### config.mk
export PLATFORM = sky130hd
export DESIGN_NAME = pc_sequencer_flat
export DESIGN_NICKNAME = d
export VERILOG_FILES = /design/src/rtl/pc_sequencer_if.sv /design/src/rtl/pc_sequencer.sv /design/src/flat_wrapper.sv
export SDC_FILE = /design/constraint.sdc
export NUM_CORES = 1
export LEC_CHECK = 0
export CORE_ASPECT_RATIO = 1.1
export CORE_MARGIN = 2
export CORE_UTILIZATION = 49
export DETAILED_ROUTE_END_ITERATION = 8
export HOLD_SLACK_MARGIN = 0.12
export PLACE_DENSITY = 0.8
export SLEW_MARGIN = 20
export SYNTH_ARGS = -nofsm -noshare
export SYNTH_HDL_FRONTEND = slang
export SYNTH_SLANG_ARGS = --single-unit
### constraint.sdc
create_clock -name clk -period 5.13 [get_ports clk]
set_input_delay 0.513 -clock clk [delete_from_list [all_inputs] [get_ports clk]]
set_output_delay 0.513 -clock clk [all_outputs]
set_load 0.03 [all_outputs]
### src/rtl/pc_sequencer_if.sv
// Fetch-side bundle of the RV32I pc sequencer: hazard/EX inputs, imem handshake,
// trap reporting and the redirect performance counter.
interface pc_sequencer_if #(
    parameter int unsigned CNT_W = 16
);
    logic             stall;
    logic             redirect_valid;
    logic [31:0]      redirect_target;
    logic             fetch_ready;
    logic             trap_ack;
    logic [31:0]      pc;
    logic [31:0]      pcplus4;
    logic             fetch_valid;
    logic             trap;
    logic [31:0]      trap_pc;
    logic [CNT_W-1:0] redirect_cnt;

    modport master (
        input  stall, redirect_valid, redirect_target, fetch_ready, trap_ack,
        output pc, pcplus4, fetch_valid, trap, trap_pc, redirect_cnt
    );

    modport slave (
        output stall, redirect_valid, redirect_target, fetch_ready, trap_ack,
        input  pc, pcplus4, fetch_valid, trap, trap_pc, redirect_cnt
    );
endinterface

### src/rtl/pc_sequencer.sv
// RV32I program counter and next-PC sequencer: pc+4 advance, stalls, EX redirects,
// imem valid/ready handshake and misaligned-target traps.
module pc_sequencer #(
    parameter logic [31:0] RESET_VECTOR = 32'h0000_0000,
    parameter logic [31:0] TRAP_VECTOR  = 32'h0000_0100,
    parameter int unsigned CNT_W        = 16
) (
    input  logic           clk,
    input  logic           rst,
    pc_sequencer_if.master bus
);
    typedef enum logic [1:0] {BOOT, RUN, WAIT, TRAP} state_t;

    state_t           state_q;
    logic [31:0]      pc_q;
    logic [31:0]      trap_pc_q;
    logic [31:0]      pend_target_q;
    logic             pend_q;
    logic             trap_q;
    logic [CNT_W-1:0] cnt_q;

    logic [31:0]      pcplus4;
    logic [CNT_W-1:0] cnt_d;
    logic             wait_redirect;
    logic [31:0]      wait_target;

    always_comb begin
        pcplus4       = pc_q + 32'd4;
        cnt_d         = (&cnt_q) ? cnt_q : cnt_q + 1'b1;
        // A redirect arriving together with fetch_ready supersedes the pending one.
        wait_redirect = bus.redirect_valid || pend_q;
        wait_target   = bus.redirect_valid ? bus.redirect_target : pend_target_q;
    end

    always_ff @(posedge clk) begin
        if (rst) begin
            state_q       <= BOOT;
            pc_q          <= RESET_VECTOR;
            trap_pc_q     <= '0;
            pend_target_q <= '0;
            pend_q        <= 1'b0;
            trap_q        <= 1'b0;
            cnt_q         <= '0;
        end else begin
            case (state_q)
                BOOT: state_q <= RUN;
                RUN: begin
                    if (bus.redirect_valid) begin
                        if (bus.redirect_target[1:0] != 2'b00) begin
                            state_q   <= TRAP;
                            trap_q    <= 1'b1;
                            trap_pc_q <= bus.redirect_target;
                        end else begin
                            pc_q  <= bus.redirect_target;
                            cnt_q <= cnt_d;
                        end
                    end else if (!bus.stall) begin
                        if (bus.fetch_ready) pc_q <= pcplus4;
                        else                 state_q <= WAIT;
                    end
                end
                WAIT: begin
                    if (bus.fetch_ready) begin
                        pend_q <= 1'b0;
                        if (!wait_redirect) begin
                            pc_q    <= pcplus4;
                            state_q <= RUN;
                        end else if (wait_target[1:0] != 2'b00) begin
                            state_q   <= TRAP;
                            trap_q    <= 1'b1;
                            trap_pc_q <= wait_target;
                        end else begin
                            pc_q    <= wait_target;
                            cnt_q   <= cnt_d;
                            state_q <= RUN;
                        end
                    end else if (bus.redirect_valid) begin
                        pend_q        <= 1'b1;
                        pend_target_q <= bus.redirect_target;
                    end
                end
                TRAP: begin
                    if (bus.trap_ack) begin
                        pc_q    <= TRAP_VECTOR;
                        trap_q  <= 1'b0;
                        state_q <= RUN;
                    end
                end
                default: state_q <= BOOT;
            endcase
        end
    end

    assign bus.pc           = pc_q;
    assign bus.pcplus4      = pcplus4;
    assign bus.fetch_valid  = (state_q == RUN && !bus.stall) || state_q == WAIT;
    assign bus.trap         = trap_q;
    assign bus.trap_pc      = trap_pc_q;
    assign bus.redirect_cnt = cnt_q;
endmodule

### src/flat_wrapper.sv
// flat-port wrapper written by rule: the top's interface ports become plain ports
module pc_sequencer_flat 
#(
    parameter logic [31:0] RESET_VECTOR = 32'h0000_0000,
    parameter logic [31:0] TRAP_VECTOR  = 32'h0000_0100,
    parameter int unsigned CNT_W        = 16
)
  (clk, rst, bus_stall, bus_redirect_valid, bus_redirect_target, bus_fetch_ready, bus_trap_ack, bus_pc, bus_pcplus4, bus_fetch_valid, bus_trap, bus_trap_pc, bus_redirect_cnt);
  pc_sequencer_if #(.CNT_W(CNT_W)) bus_i ();
  input  logic clk;
  input  logic rst;
  input wire logic [$bits(bus_i.stall)-1:0] bus_stall;
  input wire logic [$bits(bus_i.redirect_valid)-1:0] bus_redirect_valid;
  input wire logic [$bits(bus_i.redirect_target)-1:0] bus_redirect_target;
  input wire logic [$bits(bus_i.fetch_ready)-1:0] bus_fetch_ready;
  input wire logic [$bits(bus_i.trap_ack)-1:0] bus_trap_ack;
  output wire logic [$bits(bus_i.pc)-1:0] bus_pc;
  output wire logic [$bits(bus_i.pcplus4)-1:0] bus_pcplus4;
  output wire logic [$bits(bus_i.fetch_valid)-1:0] bus_fetch_valid;
  output wire logic [$bits(bus_i.trap)-1:0] bus_trap;
  output wire logic [$bits(bus_i.trap_pc)-1:0] bus_trap_pc;
  output wire logic [$bits(bus_i.redirect_cnt)-1:0] bus_redirect_cnt;
  assign bus_i.stall = bus_stall;
  assign bus_i.redirect_valid = bus_redirect_valid;
  assign bus_i.redirect_target = bus_redirect_target;
  assign bus_i.fetch_ready = bus_fetch_ready;
  assign bus_i.trap_ack = bus_trap_ack;
  assign bus_pc = bus_i.pc;
  assign bus_pcplus4 = bus_i.pcplus4;
  assign bus_fetch_valid = bus_i.fetch_valid;
  assign bus_trap = bus_i.trap;
  assign bus_trap_pc = bus_i.trap_pc;
  assign bus_redirect_cnt = bus_i.redirect_cnt;
  pc_sequencer #(.RESET_VECTOR(RESET_VECTOR), .TRAP_VECTOR(TRAP_VECTOR), .CNT_W(CNT_W)) u_core (.clk(clk), .rst(rst), .bus(bus_i));
endmodule
==> summary.md, run 1 <==
| Metric | Value |
|---|---|
| Post-route ant nets | 0 |
| Core area | 12,100 sq um |
| Global-route usage over all layers | 0.287 |
| Reg area | 2320 sq um |
| Fillcell total | 975 |
| Period utilization | 0.769 |
| Async set or reset register ratio after synthesis | 0 |
| Minimum clock period | 3950 ps |
| Switch share | 0.396 |
| Max Fanout on Critical Path | 6 |
| CP Capture Type | output pin |
| Hold buffers post-CTS | 0 |
| Largest buffer count on any clock path | 2 |
| Ys flop type | dfxtp_1 |
| Cell Area, Synth | 6110 sq um |
| Starting Density | 0.506 |
| CP max-delay cell | nor3_1 |
| Post-Layout Cell Count | 1,035 |
| GRT Max-Usage Layer | met2 |
| Largest stage delay, worst path | 690 ps |
| Die width | 110 microns |
| Largest net degree at the start of global routing | 82 |
| Cell Area, Placed | 7630 sq um |
| Seq cells post-synth | 116 |
| Worst Path Arrival | 3430 ps |
| # H-tree levels | 4 |
| Drt wl/cell | 18.9 microns |
| CTS resizes | 0 |
| VDD IR max | 0.000366 V |
| Die Y | 121 microns |
| Syn_area_per_cell | 8.18 sq um |
| Setup TNS | 0 ps |
| Max-slew violations | 0 |
| DPL Wire Length | 13.6 mm |
| Fmax | 253 MHz |
| CTS root buf | clkbuf_16 |
| Clock Sinks | 116 |
| Clock power share | 0.279 |
| Routed vias | 6,203 |
| Initial antenna violation count | 0 |
| RSZ-0062 raised after global routing | no |
| Hold WC Path Type | flip-flop to flip-flop |
| Max-Slew Margin vs Limit | 0.279 |
| Gate Count Post-Synth | 747 |
| Global-route wire length before repair | 30.8 mm |
| Seq pwr share | 0.284 |
| CTS buffer count | 17 |
| Post-synthesis sequential area ratio | 0.380 |
| Critical path type | flip-flop to output pin |
| Number of global-route vias before repair | 5,814 |
| Multi-input logic area | 3470 sq um |
| Most frequent CP cell | nand3_1 |
| Initial DRC Count | 576 |
| Ys Warns | 0 |
| Comb pwr share | 0.437 |
| Clk_skew | 7.62 ps |
| Critical Path Source Type | flip-flop |
| Layout Nets | 912 |
| Met1 Usage GRT | 0.364 |
| Port Buffer Count | 151 |
| Actual slew at the worst max-slew pin | 1080 ps |
| Postcts setup bufs | 0 |
| Die area | 13,400 sq um |
| Count of cell types in the netlist | 65 |
| Power, Total | 4630 uW |
| Area Overhead vs Synth | 35.5% |
| First drt pass iteration count | 5 |
| Diode count | 0 |
| Cells along the critical path | ha_1 > nand3_1 > or2_1 > nor3_1 > nand3_1 > xnor2_1 > clkdlybuf4s50_1 |
| Total Routed Length | 19.6 mm |
| Met3 usage in global routing | 0.0654 |
| Worst-path clk slew | 50 ps |
| Layout cells sized above 1 | 0.0795 |
| Io pins | 152 |
| Grt total ovfl | 0 |
| Inst Count DP | 1,002 |
| Data required time at the worst endpoint | 4620 ps |
| Max-cap violations | 0 |
| CTS tree | yes |
| P_sw | 1840 uW |
| Gpl congestion | 0.917 |
| Final number of hold-violating endpoints | 0 |
| Power density over the cells | 559 nW/um^2 |
| Worst reg2reg setup slack | 1980 ps |
| Residual DRC | 0 |
| Pleak | 0.00305 uW |
| GR Util met2 | 0.474 |
| Cell row count | 42 |
| Clk_lat worst skew | 420 ps |
| EDFF count, synth | 0 |
| Syn nets | 791 |
| Internal cell power | 2800 uW |
| Endpoints failing setup | 0 |
| Design Area, Final | 8280 sq um |
| Vias/cell | 5.99 |
| Run status | completed |
==> power by group through the flow <==
stage / logic [uW] / clock network [uW] / registers (uW)
floorplan: 952 / 0 / 1640
global placement: 1980 / 0 / 1310
detailed placement: 2000 / 0 / 1330
CTS: 2020 / 1300 / 1310
global route: 2160 / 1350 / 1340
finish: 2030 / 1290 / 1310
==> final cells by class <==
| type | count | share of cell area |
|---|---|---|
| Inverter | 17 | 0.00770 |
| Clock inverter | 10 | 0.0215 |
| Timing Repair Buffer | 162 | 0.192 |
| Tap cell | 154 | 0.0233 |
| Clock buffer | 22 | 0.0560 |
| Sequential cell | 116 | 0.280 |
| Multi-Input combinational cell | 554 | 0.419 |
==> layer usage <==
layer,part of all wire,up-vias
met5,0,-
met3,0.075,37
met4,0.022,0
met2,0.49,293
met1,0.42,2927
li1,-,2946
==> cell families (layout without fill, tap and decap cells) <==
| kind of cell | Yosys count | after routing | share of synthesized area |
|---|---|---|---|
| muxes | 33 | 33 | 0.0542 |
| buffers and inverters | 77 | 211 | 0.0551 |
| AOI/OAI and AO/OA | 188 | 188 | 0.218 |
| DFF | 116 | 116 | 0.380 |
| adders and majority gates | 6 | 6 | 0.0123 |
| xor gates and xnor gates | 42 | 42 | 0.0602 |
| and+or+nand+nor | 285 | 285 | 0.220 |
==> synthesized netlist by cell type, types with 8 or more instances <==
cell	count	area, sq um
a211oi_1	38	285
a21oi_1	54	270
a222oi_1	11	110
a22oi_1	9	67.6
and3_1	8	50.1
buf_2	13	65.1
clkbuf_1	41	154
dfxtp_1	116	2320
inv_1	16	60.1
mux2i_1	32	320
nand2_1	91	342
nand3_1	27	135
nand4_1	10	62.6
nor2_1	87	327
nor3_1	22	110
o21ai_0	21	105
xnor2_1	31	272
xor2_1	11	96.3
==> flip-flops by register name, indices dropped and copies added (netlist names) <==
name,count
u_core.bus.trap,1
u_core.bus.pc,32
u_core.bus.trap_pc,32
u_core.bus.redirect_cnt,16
u_core.pend_target_q,32
u_core.state_q,2
u_core.pend_q,1
==> worst max-delay path, delay by kind of cell (launching register included) <==
family	cells	cell delay, ps
flip-flops	1	440
buffers and inverters	1	690
XOR/XNOR	1	180
AND/OR/NAND/NOR	4	1360
adder cells (fa/ha/maj)	1	340
==> cells in the final DEF (no fill, tap or decap), drive strengths merged, types with 7 or more instances in the layout <==
master	count
a211oi	38
a21oi	55
a222oi	11
a22oi	9
and3	9
buf	12
clkbuf	22
clkdlybuf4s50	150
dfxtp	116
inv	17
mux2i	32
nand2	91
nand3	28
nand4	11
nor2	91
nor3	22
nor4	11
o21ai	24
o32ai	7
xnor2	31
xor2	11
==> metrics by stage <==
step	setup slack (ps)	hold WS [ps]	utilization
after floorplan	2170	448	-
after global placement	1530	457	0.632
after detailed placement	1480	467	0.632
after CTS	1220	474	0.685
after global routing	956	485	0.685
final	1180	474	0.685
==> path summary, 6_finish.rpt <==
path / depth (start not counted) / to / startpoint
setup / recovery: 7 / bus_pcplus4[18] / u_core.bus.pc[2]
hold reg to reg: 2 / u_core.pend_target_q[25] / u_core.pend_target_q[25]
hold / removal: 2 / u_core.pend_target_q[25] / u_core.pend_target_q[25]
setup reg to reg: 9 / u_core.bus.trap_pc[13] / u_core.state_q[0]
(Power assumes the default switching activity.)
==> run 2: changes to the inputs <==
CORE_UTILIZATION = 45   (was 49)
PLACE_DENSITY = 0.77   (was 0.8)
clock period = 3.2 ns   (was 5.13 ns; I/O delays follow)
==> run 2 against run 1 <==
Combinational power is 67% higher. Sequential power grew 57%. Wire length decreased by 1.6%. Largest cell class unchanged. Largest power group unchanged.
==> summary.md, run 2 (same netlist as run 1, synthesis figures left out) <==
| Metric | Value |
|---|---|
| Run status | completed |
| Max Fanout on Critical Path | 6 |
| Die width | 115 microns |
| Setup WS post-layout | 20.5 ps |
| CP Capture Type | output pin |
| CTS buffer count | 17 |
| Gpl congestion | 0.925 |
| Most frequent cells in the layout | clkdlybuf4s50_1, dfxtp_1, nand2_1 |
| Critical Path Start | u_core.bus.pc[2] |
| Port Buffer Count | 151 |
| Min-delay src | rst |
| Reg-to-Reg Start | u_core.state_q[0] |
| Die area | 14,500 sq um |
| Die Y | 126 microns |
| CTS tree | yes |
| Endpoints failing setup | 0 |
| Clk_skew | 7.21 ps |
| Fmax | 315 MHz |
| Area Overhead vs Synth | 38.0% |
| Total Routed Length | 19.3 mm |
| Pleak | 0.00321 uW |
| Initial antenna violation count | 1 |
| Core area | 13,200 sq um |
| Post-place setup slack | 277 ps |
| VDD IR max | 0.000417 V |
| Critical path type | flip-flop to output pin |
| Clk_lat worst skew | 430 ps |
| CTS root buf | clkbuf_16 |
| # H-tree levels | 4 |
| Worst-path clk slew | 60 ps |
| Max-Slew Margin vs Limit | 0.549 |
| Largest buffer count on any clock path | 2 |
| Layout cells sized above 1 | 0.112 |
| Power density over the cells | 856 nW/um^2 |
| RSZ-0062 raised after global routing | yes |
| Critical Path Source Type | flip-flop |
| Final number of hold-violating endpoints | 0 |
| Max-cap violations | 0 |
| Period utilization | 0.994 |
| DPL Wire Length | 13.4 mm |
| Layout Nets | 933 |
| Postcts setup bufs | 0 |
| Global-route usage over all layers | 0.265 |
| Actual slew at the worst max-slew pin | 671 ps |
| Number of global-route vias before repair | 5,745 |
| Setup TNS | 0 ps |
| Minimum clock period | 3180 ps |
| Commonest non-fill, non-tap cell in the layout | clkdlybuf4s50_1 |
| Post-layout util | 0.638 |
| Starting Density | 0.463 |
| Io pins | 152 |
| Grt total ovfl | 0 |
| Data required time at the worst endpoint | 2880 ps |
| Largest net degree at the start of global routing | 65 |
| Cell row count | 44 |
| Max-slew violations | 0 |
| Drt wl/cell | 18.1 microns |
| Clock Sinks | 116 |
| Residual DRC | 0 |
| Worst Path Arrival | 2860 ps |
| Routed vias | 6,210 |
| Vias/cell | 5.84 |
| Global-route wire length before repair | 30.4 mm |
| Hold WC Path Type | primary input to flip-flop |
| Initial DRC Count | 574 |
| Post-route ant nets | 0 |
| First drt pass iteration count | 7 |
==> run 2: cell types whose count changed in the layout (fill, tap and decap cells not counted), moves of 4 or more <==
cell / before / now
inv_6: 0 / 6
clkinv_2: 4 / 0
clkinvlp_4: 1 / 5
bufinv_16: 5 / 0
clkinv_4: 0 / 4
buf_4: 12 / 32
buf_12: 0 / 4
dlymetal6s2s_1: 0 / 5
clkdlybuf4s50_1: 150 / 139
==> run 2: through the flow <==
| step | hold slack [ps] | area (sq um) | std cells | total power (uW) |
|---|---|---|---|---|
| after floorplan | 420 | 6110 | 747 | 4160 |
| after global placement | 457 | 7850 | 1031 | 5420 |
| after detailed placement | 462 | 7850 | 1031 | 5460 |
| after CTS | 317 | 8400 | 1063 | 7220 |
| after global routing | 342 | 8430 | 1064 | 7570 |
| final | 315 | 8430 | 1064 | 7220 |
==> run 2: metal layers <==
| metal | up-vias | GRT usage | part of all wire |
|---|---|---|---|
| met5 | - | 0 | 0 |
| met4 | 0 | 0.105 | 0.024 |
| met2 | 286 | 0.414 | 0.46 |
| li1 | 2996 | - | - |
| met3 | 47 | 0.0698 | 0.088 |
| met1 | 2881 | 0.347 | 0.42 |
==> run 2: report_power, final <==
| part | internal (uW) | switching (uW) | leakage, uW |
|---|---|---|---|
| registers | 1780 | 278 | 0.000945 |
| clock network | 1000 | 760 | 0.000254 |
| logic | 1360 | 2040 | 0.00201 |
==> run 2: final cells by class <==
cell class | count | area [sq um]
Antenna cell | 1 | 2.50
Clock buffer | 17 | 425
Clock inverter | 15 | 125
Fill cell | 1130 | 4780
Inverter | 17 | 63.8
Multi-Input combinational cell | 554 | 3490
Sequential cell | 116 | 2320
Tap cell | 161 | 201
Timing Repair Buffer | 183 | 1800
==> run 2: what timing repair did <==
action | 4_1_cts | 5_1_grt
setup endpoints to repair | 4 | 8
hold buffers | 0 | 0
resized for setup | 4 | 8
==> run 2: path summary, 6_finish.rpt <==
kind | end | slack, ps | cells past startpoint
min reg2reg | u_core.pend_target_q[28] | 470 | 2
min | u_core.bus.redirect_cnt[13] | 320 | 2
max reg2reg | u_core.bus.pc[16] | 560 | 9
max | bus_pcplus4[16] | 20 | 6
==> run 2: critical path, stage by stage, from the launching register on <==
cell	delay (ps)
dfxtp_1	420
ha_2	280
nand3_1	100
or2_1	310
nor3_1	430
xor2_1	180
clkdlybuf4s50_1	700
